`src/rtl/fifo_stream_reader.sv`:
```
// Purpose : drains a first-word-fall-through FIFO read port into a valid/ready
//           stream through a 2-entry buffer, frames it with m_last and counts beats.
// Latency : a word at the FIFO head with an empty buffer appears on m_valid 1 cycle later.
// Backpressure: fifo_rd_en depends only on registered occupancy, so there is no
//           combinational path from m_ready to it. The second buffer entry absorbs
//           the word that is popped in the cycle m_ready drops.
// Ports   : rclk/rst_n clock and async active-low reset; en/flush control;
//           fifo_rd_en/fifo_rdata/fifo_rempty FIFO read side;
//           m_data/m_valid/m_last/m_ready output stream; beat_count delivered beats.
module fifo_stream_reader #(
  parameter int DATA_WIDTH = 32,
  parameter int BURST_LEN  = 16,
  parameter int CNT_WIDTH  = 16
) (
  input  logic                  rclk,
  input  logic                  rst_n,
  input  logic                  en,
  input  logic                  flush,
  output logic                  fifo_rd_en,
  input  logic [DATA_WIDTH-1:0] fifo_rdata,
  input  logic                  fifo_rempty,
  output logic [DATA_WIDTH-1:0] m_data,
  output logic                  m_valid,
  output logic                  m_last,
  input  logic                  m_ready,
  output logic [CNT_WIDTH-1:0]  beat_count
);

  localparam int               IDX_W    = (BURST_LEN > 1) ? $clog2(BURST_LEN) : 1;
  localparam logic [IDX_W-1:0] IDX_LAST = IDX_W'(BURST_LEN - 1);

  typedef enum logic [1:0] {S_EMPTY, S_ONE, S_TWO} state_t;

  state_t                state;
  logic [DATA_WIDTH-1:0] head_q;
  logic [DATA_WIDTH-1:0] tail_q;
  logic [IDX_W-1:0]      idx_q;
  logic                  push;
  logic                  pop;

  // rst_n in the term keeps the pop strobe low for the whole reset window,
  // not just from the first edge after reset asserts.
  assign fifo_rd_en = rst_n & en & ~flush & ~fifo_rempty & (state != S_TWO);
  assign push       = fifo_rd_en;
  assign pop        = m_valid & m_ready;

  assign m_valid = (state != S_EMPTY);
  assign m_data  = head_q;
  assign m_last  = m_valid & (idx_q == IDX_LAST);

  always_ff @(posedge rclk or negedge rst_n) begin
    if (!rst_n) begin
      state      <= S_EMPTY;
      head_q     <= '0;
      tail_q     <= '0;
      idx_q      <= '0;
      beat_count <= '0;
    end else begin
      // A handshake in the flush cycle really happened downstream, so it is counted.
      if (pop) beat_count <= beat_count + CNT_WIDTH'(1);

      if (flush) begin
        state <= S_EMPTY;
        idx_q <= '0;
      end else begin
        if (pop) idx_q <= (idx_q == IDX_LAST) ? '0 : idx_q + IDX_W'(1);

        unique case (state)
          S_EMPTY: begin
            if (push) begin
              head_q <= fifo_rdata;
              state  <= S_ONE;
            end
          end
          S_ONE: begin
            if (push && pop) begin
              head_q <= fifo_rdata;        // streaming: new word replaces the one leaving
            end else if (push) begin
              tail_q <= fifo_rdata;
              state  <= S_TWO;
            end else if (pop) begin
              state  <= S_EMPTY;
            end
          end
          S_TWO: begin
            // fifo_rd_en is low in this state, so only a pop can change it
            if (pop) begin
              head_q <= tail_q;
              state  <= S_ONE;
            end
          end
          default: state <= S_EMPTY;
        endcase
      end
    end
  end

endmodule

```
`config.mk`:
```
export PLATFORM = sky130hd
export DESIGN_NAME = fifo_stream_reader
export DESIGN_NICKNAME = d
export VERILOG_FILES = /design/src/rtl/fifo_stream_reader.sv
export SDC_FILE = /design/constraint.sdc
export NUM_CORES = 1
export LEC_CHECK = 0
export ABC_AREA = 1
export BUFFER_PORTS_ARGS = -buffer_cell sky130_fd_sc_hd__buf_2
export CORE_ASPECT_RATIO = 1.2
export CORE_UTILIZATION = 55
export DETAILED_ROUTE_END_ITERATION = 10
export PLACE_DENSITY = 0.81
export RECOVER_POWER = 50
export SYNTH_ARGS = -nofsm -noshare
export SYNTH_HDL_FRONTEND = slang
export SYNTH_SLANG_ARGS = --single-unit
```
`constraint.sdc`:
```
create_clock -name rclk -period 4.7 [get_ports rclk]
set_clock_uncertainty 0.2 [all_clocks]
set_input_delay 0.235 -clock rclk [delete_from_list [all_inputs] [get_ports rclk]]
set_output_delay 0.235 -clock rclk [all_outputs]
set_load 0.05 [all_outputs]
```
==> metrics.md <==
| Metric | Value |
|---|---|
| Synth Flop Type | dfrtp_1 |
| CTS Buf Count | 9 |
| GR peak layer | met2 |
| Cells resized by post-CTS repair | 0 |
| Clock-pin slew on the worst setup and hold paths | 0.09 ns |
| Post-CTS Hold Fix Bufs | 34 |
| Worst slew margin | -0.304 |
| Antenna viol nets, final | 0 |
| Max Cap Viol | 1 |
| Worst path bufs/invs | 1 |
| Clock sinks | 86 |
| Status | complete, but fails checks |
| Final worst-path cycle share | 0.735 |
| Total gr overflow | 0 |
| Nets@finish | 676 |
| Post-DR vias/cell | 5.13 |
| Distinct cells, synth | 25 |
| Syn Area/Cell | 7.85 µm² |
| CP top delay family | simple AND/OR/NAND/NOR gates |
| Register-to-register setup slack | 1.25 ns |
| Skew-Pair Late Insertion Delay | 0.35 ns |
| Synth area leader | dfrtp_1 |
| Hold Path Class | input pin to asynchronous set/reset pin |
| Fmax | 290 MHz |
| Power Total | 2.14 mW |
| Post-DP HPWL | 5.93 mm |
| Core area | 0.00723 mm² |
| Number of DRC markers in iteration 0 | 263 |
| Pin count of the biggest net entering global routing | 82 |
| Post-CTS Setup Bufs | 0 |
| Cell Chain, Critical Path | inv_2 > nand2_2 > o21ai_1 > a21oi_4 > nand2_2 > nand2_1 > nand2_1 |
| Effective utilization at floorplan | 0.570 |
| Placer Congestion | 0.825 |
| Final Hold Fails | 0 |
| Share of the synthesized area in the top cell type | 0.522 |
| Critical Path End Type | register |
| DRC viols | 0 |
| TNS Setup | 0 ns |
| Post-synthesis register bit count | 86 |
| Initial antenna violation count | 0 |
| Share of cells above drive strength 1 | 0.101 |
| Worst Max-Slew Pin Slew | 1.96 ns |
| Post-route minimum period | 3.45 ns |
| Die Width | 81.0 µm |
| Unrepaired setup endpoints after global routing | false |
| Footprint of the multi-input gates | 0.00162 mm² |
| H-tree lvl count | 3 |
| Worst path slowest cell | nand2_2 |
| Top-Level Pins | 89 |
| Max incr delay on CP | 0.80 ns |
| Synth Instances | 525 |
| Critical path type | register to register |
| Die Y | 96.8 µm |
| Drt pass-1 iters | 4 |
| Total number of vias | 3748 |
| Cell Area, Synth | 0.00412 mm² |
| Dominant cells by area after synthesis | dfrtp_1 52%, nand2_1 14%, nand3_1 5.5%, nor2_1 5.3%, o21ai_0 4.6% |
| Final setup violation count | 0 |
| Most frequent cells after synthesis | 159 x nand2_1, 86 x dfrtp_1, 58 x nor2_1 |
| CTS tree | built |
| Clk root buf | clkbuf_8 |
| CP required | 4.74 ns |
| CTS max path bufs | 2 |
| Post-Route WL | 9.33 mm |
| # rows | 34 |
| Net count after synthesis | 565 |
| Sequential area share after synthesis | 0.522 |
| Worst EP arrival | 3.49 ns |
| Pins Over Slew Limit | 82 |
| Count leader, synth | nand2_1 |
| Die ar. | 0.00784 mm² |
| M2 GR Usage | 0.405 |
| Worst vdd ir | 0.299 mV |
| Grt met1 use | 0.324 |
| Violated checks | max-capacitance violations, max-slew violations |
| Worst Setup Start Kind | register |
| M3 GR Usage | 0.0321 |
| Antenna diodes | 0 |
| Post-synth EDFFs | 0 |
| Area Growth Syn to Fin | 22.1% |
| P_leak | 2.68 nW |
| Yosys warnings | 0 |
| Vias in the first global route | 3444 |
| Cell Pwr Density | 424 mW/mm² |
| Routed length per instance | 12.8 µm |
| Seq. cell area | 0.00215 mm² |
| First-pass GRT wire length | 15.3 mm |
| FILL cells | 583 |
| Post-synthesis async set-or-reset flop share | 1.00 |
| Max FO, Critical Path | 68 |
| IO Port Bufs | 88 |
| GRT Util Overall | 0.249 |
[worst register-to-register path, stage by stage, from the launching register on]
cell,delay (ns)
dfrtp_1,0.43
inv_2,0.07
nand2_2,0.81
o21ai_1,0.21
a21oi_4,0.74
nand2_2,0.60
nand2_1,0.23
nand2_1,0.07
[logic make-up after synthesis]
| kind of cell | share of synthesized area |
|---|---|
| adder cells (fa/ha/maj) | 0.00607 |
| flip-flops | 0.522 |
| XOR/XNOR | 0.0170 |
| AO/OA/AOI/OAI | 0.102 |
| AND/OR/NAND/NOR | 0.271 |
| buffers and inverters | 0.0817 |
[path summary, 6_finish.rpt]
| kind | start | to | depth (start not counted) |
|---|---|---|---|
| hold reg to reg | m_data[21]$_DFFE_PN0P_ | m_data[21]$_DFFE_PN0P_ | 2 |
| setup / recovery | state[0]$_DFFE_PN0P_ | m_data[6]$_DFFE_PN0P_ | 7 |
| setup reg to reg | state[0]$_DFFE_PN0P_ | m_data[6]$_DFFE_PN0P_ | 7 |
| max in group asynchronous | rst_n | tail_q[3]$_DFFE_PN0P_ | 3 |
| hold / removal | rst_n | idx_q[0]$_DFFE_PN0P_ | 2 |
| min in group rclk | en | state[0]$_DFFE_PN0P_ | 7 |
[per-stage QoR]
stage | cell area [µm²] | std cells | util | hold slack, ns | setup WS [ns]
after floorplan | 4120 | 525 | - | -0.261 | 2.88
after global placement | 4560 | 681 | 0.630 | -0.142 | 1.44
after detailed placement | 4560 | 681 | 0.630 | -0.138 | 1.29
after CTS | 5110 | 731 | 0.706 | 0.0476 | 1.25
after global routing | 5030 | 731 | 0.696 | 0.205 | 0.936
final | 5030 | 731 | 0.696 | 0.155 | 1.25
[metal layers]
metal,vias up,wire (µm),share of wire
li1,1876,-,-
met1,1733,3990,0.43
met2,110,4540,0.49
met3,29,457,0.049
met4,0,333,0.036
met5,-,0,0
[cells in the final DEF (no fill, tap or decap)]
master	count
xor2_1	4
ha_1	2
clkinvlp_4	1
inv_2	2
clkinv_2	1
buf_2	38
xnor2_1	4
o21ai_0	38
nand4_1	3
nand2_2	3
a21oi_4	1
dfrtp_1	86
nor2_1	59
clkinv_4	2
nand3b_4	1
o31ai_1	1
bufinv_16	1
dlygate4sd3_1	34
nand3_1	45
nor2_2	1
a21boi_0	1
clkbuf_2	1
buf_4	2
clkbuf_1	50
nand2_1	159
a21oi_1	34
clkinv_8	1
inv_6	1
o21ai_1	6
inv_1	50
clkbuf_8	9
[registers in the layout, summed over array words and instances (netlist names)]
| name | count |
|---|---|
| m_data | 32 |
| tail_q | 32 |
| beat_count | 16 |
| idx_q | 4 |
| state | 2 |
[final cells by class]
| class | instances | area share |
|---|---|---|
| Sequential cell | 86 | 0.428 |
| Multi-Input combinational cell | 362 | 0.323 |
| Timing Repair Buffer | 125 | 0.147 |
| Inverter | 52 | 0.0388 |
| Clock buffer | 9 | 0.0246 |
| Tap cell | 90 | 0.0224 |
| Clock inverter | 7 | 0.0169 |
[power breakdown]
part	total (mW)	leakage (nW)	internal (mW)	switching (mW)
clock network	0.529	0.103	0.253	0.276
logic	0.672	1.57	0.133	0.538
registers	0.935	1.01	0.857	0.0776
total	2.14	2.68	1.24	0.892
Note: power is estimated with default switching activity, not from simulation.
